<file path="src/rtl/captura_lectura_rtc.sv">
// Read sequencer for the RTC multiplexed AD bus: one read cycle per time/date register.
// Define LEER_TIMER_EN to append three timer reads (0x41..0x43) and ports timer0..timer2.
module captura_lectura_rtc #(
  parameter int unsigned T_FASE = 10
) (
  input  logic       clk,
  input  logic       reset,
  input  logic       iniciar_lectura,
  input  logic [7:0] bus_in,
  output logic [7:0] bus_out_leer,
  output logic       enable_leer,
  output logic       oe_bus,
  output logic       ad,
  output logic       cs,
  output logic       rd,
  output logic       wr,
  output logic [7:0] segundos,
  output logic [7:0] minutos,
  output logic [7:0] horas,
  output logic [7:0] dia,
  output logic [7:0] mes,
  output logic [7:0] anio,
`ifdef LEER_TIMER_EN
  output logic [7:0] timer0,
  output logic [7:0] timer1,
  output logic [7:0] timer2,
`endif
  output logic       listo
);

`ifdef LEER_TIMER_EN
  localparam int unsigned N = 9;
`else
  localparam int unsigned N = 6;
`endif
  localparam int unsigned IW = $clog2(N);
  localparam int unsigned CW = 8;
  localparam logic [CW-1:0] CNT_LAST = CW'(T_FASE - 1);
  localparam logic [IW-1:0] IDX_LAST = IW'(N - 1);

  typedef enum logic [2:0] {S_IDLE, S_ADDR, S_GAP1, S_DATA, S_GAP2, S_DONE} state_t;

  state_t          state, state_n;
  logic [IW-1:0]   idx, idx_n;
  logic [CW-1:0]   cnt, cnt_n;
  logic            fin;
  logic [7:0]      shadow [N];

  assign fin = (cnt == CNT_LAST);

  // Register address for a given read slot: RTC time block, then timer block.
  function automatic logic [7:0] addr_of(input logic [IW-1:0] i);
    if (i < IW'(6)) return 8'h21 + 8'(i);
    else            return 8'h41 + 8'(i - IW'(6));
  endfunction

  // Next-state / phase counter / register index.
  always_comb begin
    state_n = state;
    idx_n   = idx;
    cnt_n   = cnt;
    unique case (state)
      S_IDLE: begin
        if (iniciar_lectura) begin
          state_n = S_ADDR;
          idx_n   = '0;
          cnt_n   = '0;
        end
      end
      S_ADDR, S_GAP1, S_DATA: begin
        if (fin) begin
          cnt_n   = '0;
          state_n = (state == S_ADDR) ? S_GAP1 : (state == S_GAP1) ? S_DATA : S_GAP2;
        end else begin
          cnt_n = cnt + CW'(1);
        end
      end
      S_GAP2: begin
        if (fin) begin
          cnt_n = '0;
          if (idx == IDX_LAST) begin
            state_n = S_DONE;
          end else begin
            state_n = S_ADDR;
            idx_n   = idx + IW'(1);
          end
        end else begin
          cnt_n = cnt + CW'(1);
        end
      end
      S_DONE:  state_n = S_IDLE;
      default: state_n = S_IDLE;
    endcase
  end

  // Pin outputs are decoded from the next state so they change on the same edge as the state.
  always_ff @(posedge clk or negedge reset) begin
    if (!reset) begin
      state        <= S_IDLE;
      idx          <= '0;
      cnt          <= '0;
      bus_out_leer <= 8'h00;
      enable_leer  <= 1'b0;
      oe_bus       <= 1'b0;
      ad           <= 1'b1;
      cs           <= 1'b1;
      rd           <= 1'b1;
      wr           <= 1'b1;
      listo        <= 1'b0;
      segundos     <= 8'h00;
      minutos      <= 8'h00;
      horas        <= 8'h00;
      dia          <= 8'h00;
      mes          <= 8'h00;
      anio         <= 8'h00;
`ifdef LEER_TIMER_EN
      timer0       <= 8'h00;
      timer1       <= 8'h00;
      timer2       <= 8'h00;
`endif
      for (int unsigned k = 0; k < N; k++) shadow[k] <= 8'h00;
    end else begin
      state        <= state_n;
      idx          <= idx_n;
      cnt          <= cnt_n;
      cs           <= !(state_n inside {S_ADDR, S_DATA});
      wr           <= (state_n != S_ADDR);
      ad           <= (state_n != S_ADDR);
      rd           <= (state_n != S_DATA);
      oe_bus       <= (state_n inside {S_ADDR, S_GAP1});
      enable_leer  <= (state_n != S_IDLE);
      bus_out_leer <= (state_n inside {S_ADDR, S_GAP1}) ? addr_of(idx_n) : 8'h00;
      listo        <= (state_n == S_DONE);
      // Capture on the edge that ends the rd-low window.
      if (state == S_DATA && fin) shadow[idx] <= bus_in;
      if (state_n == S_DONE) begin
        segundos <= shadow[0];
        minutos  <= shadow[1];
        horas    <= shadow[2];
        dia      <= shadow[3];
        mes      <= shadow[4];
        anio     <= shadow[5];
`ifdef LEER_TIMER_EN
        timer0   <= shadow[6];
        timer1   <= shadow[7];
        timer2   <= shadow[8];
`endif
      end
    end
  end

endmodule

</file>
<file path="config.mk">
export PLATFORM = sky130hd
export DESIGN_NAME = captura_lectura_rtc
export DESIGN_NICKNAME = d
export VERILOG_FILES = /design/src/rtl/captura_lectura_rtc.sv
export SDC_FILE = /design/constraint.sdc
export NUM_CORES = 1
export LEC_CHECK = 0
export ABC_AREA = 1
export BUFFER_PORTS_ARGS = -buffer_cell sky130_fd_sc_hd__buf_4
export CAP_MARGIN = 25
export CELL_PAD_IN_SITES_DETAIL_PLACEMENT = 1
export CELL_PAD_IN_SITES_GLOBAL_PLACEMENT = 2
export CORE_AREA = 4 4 122 124
export DETAILED_ROUTE_END_ITERATION = 6
export DIE_AREA = 0 0 126 128
export PLACE_DENSITY_LB_ADDON = 0.1
export SYNTH_ARGS = -nofsm -noshare
export SYNTH_HDL_FRONTEND = slang
export SYNTH_SLANG_ARGS = --single-unit
</file>
<file path="constraint.sdc">
create_clock -name clk -period 4.2 [get_ports clk]
set_input_delay 0.21 -clock clk [delete_from_list [all_inputs] [get_ports clk]]
set_output_delay 0.21 -clock clk [all_outputs]
set_load 0.05 [all_outputs]
</file>
== After elaboration in Yosys (flattened, before gate mapping) ==
Cells that the tools add are included.
Cells by class
  add/subtract/negate cells: 5
  order comparisons: 3
  equal/unequal tests: 13
  muxes and demuxes: 19
  bitwise logic cells: 1
  reduce and logical (&&, ||, !) cells: 11
Operators by type and width (count)
  bitwise mux 48 bit: 1
  two-way mux 8 bit: 5
  two-way mux 3 bit: 9
  demux 8 bit (select 3 bit): 1
  one-hot mux 8 bit (2 select lines): 1
  == test 3 x 2 -> 1 bit (second input constant): 4
  == test 3 bit (second input constant): 3
  one-hot mux 3 bit (3 select lines): 1
  adder 7 x 8 -> 8 bit (first input constant): 1
  adder 8 x 1 -> 8 bit (second input constant): 1
  == test 8 x 4 -> 1 bit (second input constant): 1
  adder 6 x 3 -> 7 bit (first input constant): 1
  == test 3 x 1 -> 1 bit (second input constant): 2
  one-hot mux 3 bit (2 select lines): 1
  nonzero test 2 bit: 3
  greater-or-equal comparator 4 bit (second input constant): 1
  less-than comparator 4 x 1 -> 1 bit (second input constant): 1
  NOT 3 -> 4 bit: 1
  OR reduction 4 bit: 1
  subtractor 3 x 3 -> 4 bit (second input constant): 1
  adder 3 x 1 -> 3 bit (second input constant): 1
  zero test 3 bit: 1
  less-than comparator 3 bit (second input constant): 1
  != test 3 x 1 -> 1 bit (second input constant): 1
  other kinds (7): 8
Storage, ports and cells
  register bits after elaboration: 124
  output and inout port bits: 63
  logic and storage cells: 74

== Logic depth before layout (Yosys ltp) ==
  depth in word-level cells: 8
  mapped depth: 14

== Worst setup path after synthesis ==
OpenSTA, ideal clock, no wires.
  path kind: register -> register
  start: register cnt[1]
  end: register bus_out_leer[2]
  arrival time: 1.840 ns
  required time: 4.086 ns
  slack: 2.246 ns
  stages on the path, launching flop included: 13
  buffers on the path: 0
  clock period less this slack: 1.954 ns
  path through: dfrtp_1 -> inv_1 -> ha_1 -> nand3_1 -> nor2_4 -> nand2_1 -> nand3_1 -> nand3_1 -> ha_1 -> xor2_1 -> nand3_1 -> nand2_1 -> nor2_1
On the way
  longest elaborated chain between the ends: 7
  elaborated cells on any way between the ends: 15
  classes of those cells: 3 x add/sub; 1 x order compare; 3 x eq/ne; 7 x mux; 1 x reduce/logical
Ends and longest elaborated chain
  start, declared: line 45  | logic [CW-1:0] cnt, cnt_n;
  start signal, assigned: line 125  | cnt <= cnt_n;
  == test 8 x 4 -> 1 bit (*): line 49  | assign fin = (cnt == CNT_LAST);
  two-way mux 3 bit (*): line 79  | if (fin) begin
  one-hot mux 3 bit (2 select lines) (*): line 62  | unique case (state)
  net idx_n[2]: line 44  | logic [IW-1:0] idx, idx_n;
  subtractor 3 x 3 -> 4 bit: line 54  | else return 8'h41 + 8'(i - IW'(6));
  adder 7 x 8 -> 8 bit: line 54
  two-way mux 8 bit (*): line 53  | if (i < IW'(6)) return 8'h21 + 8'(i);
  two-way mux 8 bit (*): line 132  | bus_out_leer <= (state_n inside {S_ADDR, S_GAP1}) ? addr_of(idx_n) : 8'h00;
  end signal, assigned: line 132
  end, declared: line 10  | output logic [7:0] bus_out_leer,
The timed path passes the listed nets; every way through them passes the cells marked *.
A chain may end at the register's enable or synchronous reset.

== Worst setup path in the final report ==
  start: register cnt[1]
  end: register anio[2]
On the way
  longest elaborated chain between the ends: 4
  elaborated cells on any way between the ends: 5
  classes of those cells: 2 x eq/ne; 3 x mux
Ends and longest elaborated chain
  == test 8 x 4 -> 1 bit (*): line 49
  two-way mux 3 bit (on tied branches): line 79, 71
  one-hot mux 3 bit (3 select lines) (*): line 62
  net state_n[0]: line 43  | state_t state, state_n;
  == test 3 bit (*): line 136  | if (state_n == S_DONE) begin
  end signal, assigned: line 142  | anio <= shadow[5];
  end, declared: line 22  | output logic [7:0] anio,
Marks and branches as above.

==> flow_metrics.env <==
export IMPL_layout_commonest_cell="nand2_1"
export IMPL_synth_top_cell_area_share_pct=59.8
export IMPL_gp_congestion=0.841
export IMPL_drc_errors=0
export IMPL_power_share_clock_pct=53.2
export IMPL_utilization_pct=45.5
export IMPL_clk_pin_slew_ps=60
export IMPL_synth_top_family_by_area="simple AND/OR/NAND/NOR gates"
export IMPL_worstRegToRegCells=12
export IMPL_drtIter0Drc=168
export IMPL_synthXorXnorAreaFrac_pct=0.175
export IMPL_tns_ps=0
export IMPL_hpwlAfterDp_mm=8.30
export IMPL_cts_root_buf="clkbuf_16"
export IMPL_final_nets=645
export IMPL_p_int_mw=2.08
export IMPL_yosys_top_cells_area="dfrtp_1, nand2_1, inv_1"
export IMPL_cts_setup_buffers=0
export IMPL_power_density_nw_per_um2=421
export IMPL_seqPwrFrac_pct=45.0
export IMPL_antenna_found_initial=0
export IMPL_p_leak_nw=3.39
export IMPL_rsz0062_at_grt="no"
export IMPL_start_util_pct=36.4
export IMPL_dieArea_um2=16100
export IMPL_r2r_slack_ps=1880
export IMPL_io_pins=74
export IMPL_routed_via_density=4.67
export IMPL_areaGrowthSynthToFinish_pct=24.8
export IMPL_io_buffers=72
export IMPL_p_switching_mw=0.561
export IMPL_fin_crit_ps=2320
export IMPL_hold_path_startpoint="bus_in[7]"
export IMPL_core_rowCount=43
export IMPL_layout_common_cells="nand2_1, dfrtp_1, buf_4, inv_1, o21ai_1"
export IMPL_switching_share_pct=21.3
export IMPL_grt_usage_pct=16.4
export IMPL_drive_gt1_share_pct=20.8
export IMPL_numClockSinks=123
export IMPL_status="completed"
export IMPL_synth_adder_area_share_pct=1.75
export IMPL_finClkSkew_ps=8.63
export IMPL_die_h_um=128
export IMPL_gr_usage_met3_pct=4.46
export IMPL_synth_seq_cells=123
export IMPL_fp_coreArea_um2=13800
export IMPL_met1_usage_pct=20.2
export IMPL_fillers=1650
export IMPL_cts_resized=0
export IMPL_grt_overflow_total=0
export IMPL_clk_insertion_delay_late_ps=420
export IMPL_crit_path_max_incr_delay_ps=610
export IMPL_synth_mux_area_share_pct=0
export IMPL_cts_buffer_depth=2
export IMPL_endpoint_kind="flop"
export IMPL_slew_headroom_pct=43.8
export IMPL_diodes=0
export IMPL_crit_required_ps=4550
export IMPL_grt_busiest_layer="met2"
export IMPL_yosysWarnings=0
export IMPL_hold_viol=0
export IMPL_drt_pass1_iter_count=4
export IMPL_critPathLaunchType="flop"
export IMPL_grt_pass1_wl_mm=20.8
export IMPL_ant_nets=0
export IMPL_max_freq_mhz=432
export IMPL_synth_compound_area_share_pct=6.71
export IMPL_path_max_fanout=49
export IMPL_cts_max_level=4
export IMPL_r2r_start="cnt[1]"
export IMPL_worst_pin_slew_ps=842
export IMPL_peakVddDrop_mv=0.230
export IMPL_cp_arrival_ps=2670
export IMPL_total_power_mw=2.64
export IMPL_slew_viol_final=0
export IMPL_vias=3832
export IMPL_p_comb_share_pct=1.9
export IMPL_critPathMostFrequentCell="nand2_1"
export IMPL_yosysSeqAreaShare_pct=61.4
export IMPL_rr_endpoint="anio[2]"
export IMPL_netlist_area_um2=5020
export IMPL_synth_simple_area_share_pct=24.1
export IMPL_hold_end="shadow[39]"
export IMPL_wl_per_cell_um=15.1
export IMPL_post_route_period_util_pct=55.1
export IMPL_wirelength_mm=12.4
export IMPL_grt_start_max_net_pins=59
export IMPL_die_x_um=126
export IMPL_worstHoldPathType="in2reg"
export IMPL_synth_top_area_cell="dfrtp_1"
export IMPL_use_met2_pct=27.5
export IMPL_cts_tree="done"
export IMPL_drv_cap=0
export IMPL_syn_inst=550
export IMPL_setup_viol=0
export IMPL_whs_path_depth=3
export IMPL_yosysUniqueCellTypes=28
export IMPL_path_cells="inv_1 > ha_1 > nand2_1 > nor2_1 > nand2_2 > nand2_1 > nand3_2 > nand2_4 > nand2_2 > inv_2 > nand2_1 > nand2_1"
export IMPL_cts_buffers=17
export IMPL_avgSynthCellArea_um2=9.12
export IMPL_critPathKind="reg2reg"
export IMPL_crit_slowest_cell="inv_2"
export IMPL_grt_pass1_vias=4089
power by group through the flow:
stage | Combinational (mW) | Clock [mW] | Sequential (mW)
2_1_floorplan | 0.00774 | 0 | 1.21
3_3_place_gp | 0.0510 | 0 | 1.21
3_5_place_dp | 0.0510 | 0 | 1.21
4_1_cts | 0.0520 | 1.43 | 1.19
5_1_grt | 0.0565 | 1.50 | 1.19
6_report | 0.0491 | 1.40 | 1.19
layout make-up:
type / count / area [µm²] / area share [%]
clock buffers: 20 / 447 / 7.13
clock inverters: 12 / 124 / 1.98
inverters: 43 / 161 / 2.58
multi-input cells: 366 / 1650 / 26.4
flip-flops and latches: 123 / 3080 / 49.2
well taps: 180 / 225 / 3.60
repair buffers: 76 / 573 / 9.15
timing repair:
item | in CTS | in global routing
endpoints found under the hold margin | 53 | 0
endpoints found under the setup margin | 0 | 0
hold buffers | 1 | 0
cells in the mapped netlist, drive strengths merged:
cell type / instances
a21oi: 6
a22oi: 1
buf: 19
conb: 1
dfrtp: 120
dfstp: 3
ha: 7
inv: 43
nand2: 242
nand3: 18
nand4: 3
nor2: 25
nor3: 3
o211ai: 1
o21ai: 55
o22ai: 2
xor2: 1
state kept, by name, indices dropped and copies added (netlist names), 3 cells and up:
register / cells
shadow: 48
anio: 8
cnt: 8
dia: 8
horas: 8
mes: 8
minutos: 8
segundos: 8
bus_out_leer: 7
idx: 3
state: 3
routing by layer:
layer	vias to the layer above	wire, µm
met1	1882	5620
met3	20	422
met2	60	6120
li1	1870	-
met4	0	197
met5	-	0
worst max path at each step:
| stage | cells after the start | to | startpoint | slack, ps |
|---|---|---|---|---|
| after floorplan | 12 | bus_out_leer[2] | cnt[1] | 2250 |
| after CTS | 12 | mes[2] | cnt[1] | 1850 |
| after detailed placement | 12 | mes[2] | cnt[1] | 1850 |
| final | 12 | anio[2] | cnt[1] | 1880 |
| after global routing | 12 | anio[2] | cnt[1] | 1620 |
| after global placement | 12 | anio[2] | cnt[1] | 1950 |
per-stage QoR:
stage                     instances  cell area (µm²)  setup slack [ps]  hold WS [ps]
after floorplan                 551             5020              2250         -85.6
after global placement          787             5680              1950           318
after detailed placement        787             5680              1850           319
after CTS                       820             6260              1850           154
after global routing            820             6260              1620           187
final                           820             6260              1880           154
kinds of logic after synthesis:
kind of cell / Yosys count
simple gates: 291
flops: 123
compound gates: 65
buf+inv: 62
fa+ha+maj: 7
xor+xnor: 1
other cells: 1
worst max-delay path, delay by kind of cell, from the launching register on:
kind,cells,cell delay (ps)
flops,1,380
fa+ha+maj,1,180
buf+inv,2,710
simple gates,9,990
No activity file was read; power rests on OpenSTA's default activity.
